==> src/rtl/eth_tx_arbiter.sv <==
// Frame-granular arbiter sharing one GMII transmit path between ARP, audio and video sources.
// Enforces an inter-frame gap, revokes grants that never start, and cuts frames that run too long.
module eth_tx_arbiter #(
  parameter int IFG_CYCLES       = 12,
  parameter int START_TIMEOUT    = 255,
  parameter int MAX_FRAME_CYCLES = 1530
) (
  input  logic       clk,
  input  logic       rst,
  input  logic       arp_req,
  input  logic       arp_tx_en,
  input  logic [7:0] arp_txd,
  input  logic       aud_req,
  input  logic       aud_tx_en,
  input  logic [7:0] aud_txd,
  input  logic       vid_req,
  input  logic       vid_tx_en,
  input  logic [7:0] vid_txd,
  output logic       arp_gnt,
  output logic       aud_gnt,
  output logic       vid_gnt,
  output logic       gmii_tx_en,
  output logic [7:0] gmii_txd,
  output logic       frame_abort,
  output logic       grant_timeout
);
  localparam int IFG_W  = $clog2(IFG_CYCLES + 1);
  localparam int WAIT_W = $clog2(START_TIMEOUT + 1);
  localparam int LEN_W  = $clog2(MAX_FRAME_CYCLES + 1);

  localparam logic [IFG_W-1:0]  IFG_LAST  = IFG_W'(IFG_CYCLES - 1);
  localparam logic [IFG_W-1:0]  IFG_MAX   = IFG_W'(IFG_CYCLES);
  localparam logic [WAIT_W-1:0] WAIT_LAST = WAIT_W'(START_TIMEOUT - 1);
  localparam logic [WAIT_W-1:0] WAIT_MAX  = WAIT_W'(START_TIMEOUT);
  localparam logic [LEN_W-1:0]  LEN_MAX   = LEN_W'(MAX_FRAME_CYCLES);

  typedef enum logic [1:0] {ST_IDLE, ST_GRANT, ST_SEND, ST_IFG} state_t;
  typedef enum logic [1:0] {SRC_ARP, SRC_AUD, SRC_VID} src_t;

  state_t            state_q, state_d;
  src_t              sel_q, sel_d;
  src_t              rr_ptr_q, rr_ptr_d;
  logic [2:0]        hold_q, hold_d;
  logic              gmii_tx_en_q, gmii_tx_en_d;
  logic [7:0]        gmii_txd_q, gmii_txd_d;
  logic              frame_abort_q, frame_abort_d;
  logic              grant_timeout_q, grant_timeout_d;
  logic [IFG_W-1:0]  ifg_cnt_q, ifg_cnt_d;
  logic [WAIT_W-1:0] wait_cnt_q, wait_cnt_d;
  logic [LEN_W-1:0]  len_cnt_q, len_cnt_d;

  logic [2:0] req_vec, en_vec, req_elig;
  logic       src_req, src_tx_en;
  logic [7:0] src_txd;
  logic       busy;

  function automatic src_t rr_after(input src_t sel, input src_t rr);
    if (sel == SRC_AUD) return SRC_VID;
    if (sel == SRC_VID) return SRC_AUD;
    return rr;
  endfunction

  assign req_vec  = {vid_req, aud_req, arp_req};
  assign en_vec   = {vid_tx_en, aud_tx_en, arp_tx_en};
  // A source cut at the length limit stays masked until it lets go of tx_en.
  assign req_elig = req_vec & ~hold_q;

  always_comb begin
    src_req   = 1'b0;
    src_tx_en = 1'b0;
    src_txd   = '0;
    case (sel_q)
      SRC_ARP: begin src_req = arp_req; src_tx_en = arp_tx_en; src_txd = arp_txd; end
      SRC_AUD: begin src_req = aud_req; src_tx_en = aud_tx_en; src_txd = aud_txd; end
      SRC_VID: begin src_req = vid_req; src_tx_en = vid_tx_en; src_txd = vid_txd; end
      default: ;
    endcase
  end

  always_comb begin
    state_d         = state_q;
    sel_d           = sel_q;
    rr_ptr_d        = rr_ptr_q;
    hold_d          = hold_q & en_vec;
    gmii_tx_en_d    = 1'b0;
    gmii_txd_d      = '0;
    frame_abort_d   = 1'b0;
    grant_timeout_d = 1'b0;
    ifg_cnt_d       = ifg_cnt_q;
    wait_cnt_d      = wait_cnt_q;
    len_cnt_d       = len_cnt_q;
    case (state_q)
      ST_IDLE: begin
        if (|req_elig) begin
          state_d    = ST_GRANT;
          wait_cnt_d = '0;
          if (req_elig[0])              sel_d = SRC_ARP;
          else if (rr_ptr_q == SRC_AUD) sel_d = req_elig[1] ? SRC_AUD : SRC_VID;
          else                          sel_d = req_elig[2] ? SRC_VID : SRC_AUD;
        end
      end
      ST_GRANT: begin
        if (src_tx_en) begin
          state_d      = ST_SEND;
          gmii_tx_en_d = 1'b1;
          gmii_txd_d   = src_txd;
          len_cnt_d    = LEN_W'(1);
        end else if (!src_req) begin
          state_d = ST_IDLE;
        end else if (wait_cnt_q == WAIT_LAST) begin
          state_d         = ST_IFG;
          grant_timeout_d = 1'b1;
          ifg_cnt_d       = '0;
          rr_ptr_d        = rr_after(sel_q, rr_ptr_q);
        end else begin
          wait_cnt_d = (wait_cnt_q == WAIT_MAX) ? wait_cnt_q : wait_cnt_q + WAIT_W'(1);
        end
      end
      ST_SEND: begin
        if (src_tx_en && len_cnt_q != LEN_MAX) begin
          gmii_tx_en_d = 1'b1;
          gmii_txd_d   = src_txd;
          len_cnt_d    = len_cnt_q + LEN_W'(1);
        end else begin
          state_d   = ST_IFG;
          ifg_cnt_d = '0;
          rr_ptr_d  = rr_after(sel_q, rr_ptr_q);
          if (src_tx_en) begin
            frame_abort_d = 1'b1;
            hold_d[sel_q] = 1'b1;
          end
        end
      end
      ST_IFG: begin
        if (ifg_cnt_q == IFG_LAST) state_d = ST_IDLE;
        else ifg_cnt_d = (ifg_cnt_q == IFG_MAX) ? ifg_cnt_q : ifg_cnt_q + IFG_W'(1);
      end
      default: state_d = ST_IDLE;
    endcase
  end

  always_ff @(posedge clk) begin
    if (rst) begin
      state_q         <= ST_IDLE;
      sel_q           <= SRC_ARP;
      rr_ptr_q        <= SRC_AUD;
      hold_q          <= '0;
      gmii_tx_en_q    <= 1'b0;
      gmii_txd_q      <= '0;
      frame_abort_q   <= 1'b0;
      grant_timeout_q <= 1'b0;
      ifg_cnt_q       <= '0;
      wait_cnt_q      <= '0;
      len_cnt_q       <= '0;
    end else begin
      state_q         <= state_d;
      sel_q           <= sel_d;
      rr_ptr_q        <= rr_ptr_d;
      hold_q          <= hold_d;
      gmii_tx_en_q    <= gmii_tx_en_d;
      gmii_txd_q      <= gmii_txd_d;
      frame_abort_q   <= frame_abort_d;
      grant_timeout_q <= grant_timeout_d;
      ifg_cnt_q       <= ifg_cnt_d;
      wait_cnt_q      <= wait_cnt_d;
      len_cnt_q       <= len_cnt_d;
    end
  end

  assign busy          = (state_q == ST_GRANT) || (state_q == ST_SEND);
  assign arp_gnt       = busy && (sel_q == SRC_ARP);
  assign aud_gnt       = busy && (sel_q == SRC_AUD);
  assign vid_gnt       = busy && (sel_q == SRC_VID);
  assign gmii_tx_en    = gmii_tx_en_q;
  assign gmii_txd      = gmii_txd_q;
  assign frame_abort   = frame_abort_q;
  assign grant_timeout = grant_timeout_q;
endmodule

==> config.mk <==
export PLATFORM = sky130hd
export DESIGN_NAME = eth_tx_arbiter
export DESIGN_NICKNAME = d
export VERILOG_FILES = /design/src/rtl/eth_tx_arbiter.sv
export SDC_FILE = /design/constraint.sdc
export NUM_CORES = 1
export LEC_CHECK = 0
export CORE_UTILIZATION = 50
export CTS_CLUSTER_SIZE = 30
export DETAILED_ROUTE_END_ITERATION = 16
export PLACE_DENSITY_LB_ADDON = 0.2
export SLEW_MARGIN = 5
export SYNTH_ARGS = -nofsm -noshare
export SYNTH_HDL_FRONTEND = slang
export SYNTH_SLANG_ARGS = --single-unit
==> constraint.sdc <==
create_clock -name clk -period 5.7 [get_ports clk]
set_input_delay 0.57 -clock clk [delete_from_list [all_inputs] [get_ports clk]]
set_output_delay 0.57 -clock clk [all_outputs]
set_load 0.01 [all_outputs]
# After elaboration in Yosys (flattened, before gate mapping)

Cells that the tools add are included.

$add $sub $neg: 3
Magnitude comparators: 2
Equal/unequal tests: 26
Multiplexer cells: 69
Bitwise operators: 7
Reductions and logical operators: 20

Operator list:

| kind                                                | number |
|---|---|
| two-way mux 8 bit                                   | 7 |
| two-way mux 2 bit                                   | 20 |
| case mux 8 bit (2 select lines)                     | 2 |
| two-way mux 4 bit                                   | 6 |
| inequality test 2 bit, second input constant        | 12 |
| case mux 8 bit (3 select lines)                     | 1 |
| two-way mux 11 bit                                  | 2 |
| case mux 11 bit (2 select lines)                    | 1 |
| two-way mux 1 bit                                   | 20 |
| equality test 8 bit, second input constant          | 2 |
| AND reduction 7 bit                                 | 2 |
| case mux 4 bit (3 select lines)                     | 1 |
| adder 11 x 1 -> 11 bit, second input constant       | 1 |
| inequality test 11 bit, second input constant       | 1 |
| two-way mux 3 bit                                   | 3 |
| adder 8 x 1 -> 8 bit, second input constant         | 1 |
| equality test 4 bit, second input constant          | 2 |
| case mux 2 bit (4 select lines)                     | 1 |
| bitwise AND 3 bit                                   | 2 |
| equality test 2 x 1 -> 1 bit, second input constant | 3 |
| equality test 2 bit, second input constant          | 3 |
| inequality test 3 bit, second input constant        | 2 |
| case mux 1 bit (3 select lines)                     | 2 |
| AND reduction 6 bit                                 | 1 |
| 20 further kinds                                    | 29 |

Flip-flop bits (word level): 43
Output and inout port bits: 14

# Longest topological paths before layout

Depth after elaboration: 17
Mapped depth: 8
Mapped depth without buffers: 7

# Least setup slack after synthesis

No wires, ideal clock.

Path type: register to register
Start point: register sel_q[1]
End point: register rr_ptr_q[0]
Library setup time: 0.072 ns
Arrival: 2.365 ns
Slack: 3.263 ns
Stages on the path, launching flop included: 9
Buffers on the path: 1
Period minus slack after synthesis: 2.437 ns
Cells stage by stage: dfxtp_1 inv_1 ha_1 a222oi_1 or3b_1 buf_6 o31ai_4 and3_1 mux2i_1

Word-level cells in the longest chain between the ends: 11

RTL lines:

| element                         | RTL line | text |
|---|---|---|
| from (decl)                     | 41       | `src_t sel_q, sel_d;` |
| from (signal assigned)          | 157      | `sel_q <= sel_d;` |
| equality test 2 x 1 -> 1 bit    | 58, 72   |  |
| two-way mux 1 bit               | 58       | `if (sel == SRC_AUD) return SRC_VID;` |
| two-way mux 1 bit               | 110      | `end else if (wait_cnt_q == WAIT_LAST) begin` |
| two-way mux 1 bit               | 108      | `end else if (!src_req) begin` |
| two-way mux 1 bit               | 103      | `if (src_tx_en) begin` |
| two-way mux 1 bit               | 92       | `case (state_q)` |
| two-way mux 2 bit               | 59       | `if (sel == SRC_VID) return SRC_AUD;` |
| two-way mux 2 bit               | 110      |  |
| two-way mux 2 bit               | 108      |  |
| two-way mux 2 bit               | 103      |  |
| case mux 2 bit (2 select lines) | 92       |  |
| to (signal assigned)            | 158      | `rr_ptr_q <= rr_ptr_d;` |
| to (decl)                       | 42       | `src_t rr_ptr_q, rr_ptr_d;` |

Several ways; a longest one is shown, not always the timed one. The select of a mux whose other input is x is not followed.
A chain may end at the register's enable or synchronous reset.

# Worst setup path after layout

Start point: register sel_q[0]
End point: register rr_ptr_q[0]

The elaborated chain is that of the path after synthesis.

==> flow_summary.json <==
{
  "min_period_over_period_pct": 54.77,
  "ys_types": 56,
  "synth_fp_nets": 331,
  "hpwl_um": 4279,
  "cts_buffer_depth": 2,
  "io_pins": 46,
  "slew_viol_final": 0,
  "crit_fanout": 13,
  "worstHoldStart": "wait_cnt_q[7]",
  "maxSlewHeadroom_pct": 36.05,
  "cp-end-kind": "flip-flop",
  "finalHoldViolCount": 0,
  "wl_per_cell_um": 16.02,
  "core_um2": 4504,
  "die_w_um": 71.70,
  "die_h_um": 71.70,
  "vias": 2336,
  "synth.yosys.seq_area_share_pct": 35.45,
  "fin_nets": 370,
  "fin_skew_ns": 0.01054,
  "r2r-start": "sel_q[0]",
  "ir_drop_mv": 0.1732,
  "initial_core_util_pct": 53.92,
  "gr-usage-all-layers_pct": 24.12,
  "maxCapViolCount": 0,
  "root_buffer": "clkbuf_8",
  "h-tree-depth": 2,
  "grt_pass1_vias": 2146,
  "cts.repair.resized": 0,
  "drive_above_1_share_pct": 4.938,
  "clock_latency_ns": 0.30,
  "cp.required_ns": 5.93,
  "critical_path.max_stage_delay_ns": 0.87,
  "grt_max_degree": 34,
  "cp-start-kind": "flip-flop",
  "drtAntennaViolNets": 0,
  "hold_path.class": "reg -> reg",
  "holdBufCountCts": 0,
  "dieArea_um2": 5140,
  "worstHoldEndpoint": "wait_cnt_q[7]",
  "fin_tns_setup_ns": 0,
  "final.min_clock_period_ns": 3.122,
  "ys_ff_latch": 43,
  "cts_buffers": 5,
  "drcViolationCount": 0,
  "reg2reg_slack_ns": 2.58,
  "cts_tree": "yes",
  "placement.io_buffers": 45,
  "avgSynthCellArea_um2": 8.551,
  "synth.largest_area_cell": "dfxtp_1",
  "wl_um": 6024,
  "fmax_mhz": 320.3,
  "whs_path_depth": 1,
  "power.density_nw_per_um2": 250.6,
  "async_flop_share_pct": 0,
  "antenna_found_initial": 0,
  "crit_arrival_ns": 3.35,
  "finalSetupViolations": 0,
  "ys_top_cells_by_area": "dfxtp_1 (35%), ha_1 (7.7%), nand3_1 (4.7%)",
  "grt_pass1_wl_um": 9832,
  "critPathSlowestCell": "a222oi_1",
  "rsz0062_at_grt": "false",
  "drt_pass1_iterations": 6,
  "via_per_inst": 6.213,
  "multi_input_area_um2": 1440,
  "area_growth_pct": 22.41,
  "fp-row-count": 24,
  "worstMarginPinSlew_ns": 0.9593,
  "first_iter_violations": 201,
  "n_fill_cell": 376,
  "yosysWarnings": 0,
  "ys.flop_type": "dfxtp_1",
  "clock-sinks": 43,
  "n_antenna_cell": 0,
  "whs_ns": 0.4703,
  "status": "completed",
  "r2r-end": "rr_ptr_q[0]",
  "netlist_instances": 284,
  "clk_pin_slew_ns": 0.08,
  "regArea_um2": 860.8,
  "gp_congestion": 0.7814,
  "r2r_cells": 7,
  "criticalPathCategory": "reg -> reg",
  "p_leak_nw": 1.059,
  "postCtsSetupBuffers": 0,
  "synth_edf_count": 0,
  "grt.overflow.total": 0,
  "cp_cell_sequence": "inv_1, ha_1, a222oi_1, or3b_1, o31ai_4, and3_1, mux2i_1",
  "netlist_area_um2": 2429,
  "synth_top_area_share_pct": 35.45
}
state kept, by name, summed over array words and instances (netlist names), named ones only:
name and count:
hold_q 3, wait_cnt_q 8, frame_abort 1, state_q 1, grant_timeout 1, ifg_cnt_q 4
rr_ptr_q 2, len_cnt_q 11, sel_q 2, gmii_tx_en 1, gmii_txd 8
placed cells by master (no fill, tap or decap), types with 2 or more instances in the layout:
cell type        instances
o21a_1                   4
o21ai_1                  3
o21ai_0                  8
a21o_1                   2
inv_1                   17
nand3_1                 23
or3_1                    6
nor3b_1                  2
nor2b_1                  2
a31oi_1                  4
a32o_1                   3
a311oi_1                 6
clkdlybuf4s50_1         45
clkbuf_1                 2
dfxtp_1                 43
mux2i_1                  3
o32ai_1                  2
and4_1                   3
nor3_1                   7
clkbuf_8                 5
a41oi_1                  2
nand4_1                  6
nor2_1                  22
a21oi_1                 16
a32oi_1                  2
a211oi_1                 3
and2_1                   4
and3_1                   5
a222oi_1                10
ha_1                    15
nand2_1                 17
nand2b_1                 5
area by class of cell:
type / instances / area share (%)
Multi-Input combinational cell: 209 / 48.44
Tap cell: 52 / 2.189
Clock buffer: 7 / 2.567
Timing Repair Buffer: 46 / 15.40
Sequential cell: 43 / 28.96
Inverter: 18 / 2.273
Clock inverter: 1 / 0.1684
stage by stage:
| step | std cells | power, mW | util, % | instance area, µm² | worst slack [ns] |
|---|---|---|---|---|---|
| 2_1_floorplan | 284 | 0.4864 | - | 2429 | 3.263 |
| 3_3_place_gp | 368 | 0.5584 | 64.19 | 2892 | 2.636 |
| 3_5_place_dp | 368 | 0.5606 | 64.19 | 2892 | 2.480 |
| 4_1_cts | 376 | 0.7477 | 66.00 | 2973 | 2.589 |
| 5_1_grt | 376 | 0.7913 | 66.00 | 2973 | 2.355 |
| 6_report | 376 | 0.7450 | 66.00 | 2973 | 2.578 |
worst max-delay path, delay by kind of cell (launching register included):
kind            cells  cell delay, ns
flops               1            0.39
simple gates        2            0.84
buf+inv             1            0.10
fa+ha+maj           1            0.38
compound gates      2            1.15
mux                 1            0.20
kinds of logic after synthesis:
| logic type | synth area share, % |
|---|---|
| flip-flops | 35.45 |
| buffers and inverters | 5.255 |
| adder cells (fa/ha/maj) | 7.728 |
| AO/OA/AOI/OAI | 24.83 |
| AND/OR/NAND/NOR | 25.50 |
| multiplexers | 1.237 |
synth_stat cells, drive strengths merged (4+ instances only):
cell type,n
dfxtp,43
nand3,23
nor2,22
inv,18
nand2,17
a21oi,16
ha,15
clkbuf,13
o21ai,12
a222oi,10
nor3,7
a311oi,6
nand4,6
or3,6
and2,5
and3,5
nand2b,5
a31oi,4
o21a,4
metal layers:
layer / routed length [µm] / vias to the layer above / track usage [%]
met3: 455 / 9 / 5.204
met2: 2619 / 84 / 38.78
met4: 79 / 0 / 7.190
li1: - / 1156 / -
met1: 2869 / 1087 / 32.54
met5: 0 / - / 0
power breakdown:
part / switching (mW) / total, mW / internal, mW
registers: 0.00919 / 0.320 / 0.311
logic: 0.141 / 0.237 / 0.0957
clock network: 0.102 / 0.188 / 0.0861
worst max-delay path by stage:
| stage | startpoint | to | slack, ns | cells after the start |
|---|---|---|---|---|
| after floorplan | sel_q[1] | rr_ptr_q[0] | 3.26 | 8 |
| after global placement | aud_tx_en | rr_ptr_q[0] | 2.64 | 6 |
| after detailed placement | aud_tx_en | rr_ptr_q[0] | 2.48 | 6 |
| after CTS | sel_q[0] | rr_ptr_q[0] | 2.59 | 7 |
| after global routing | sel_q[0] | rr_ptr_q[0] | 2.35 | 7 |
| final | sel_q[0] | rr_ptr_q[0] | 2.58 | 7 |
(Power assumes the default switching activity.)
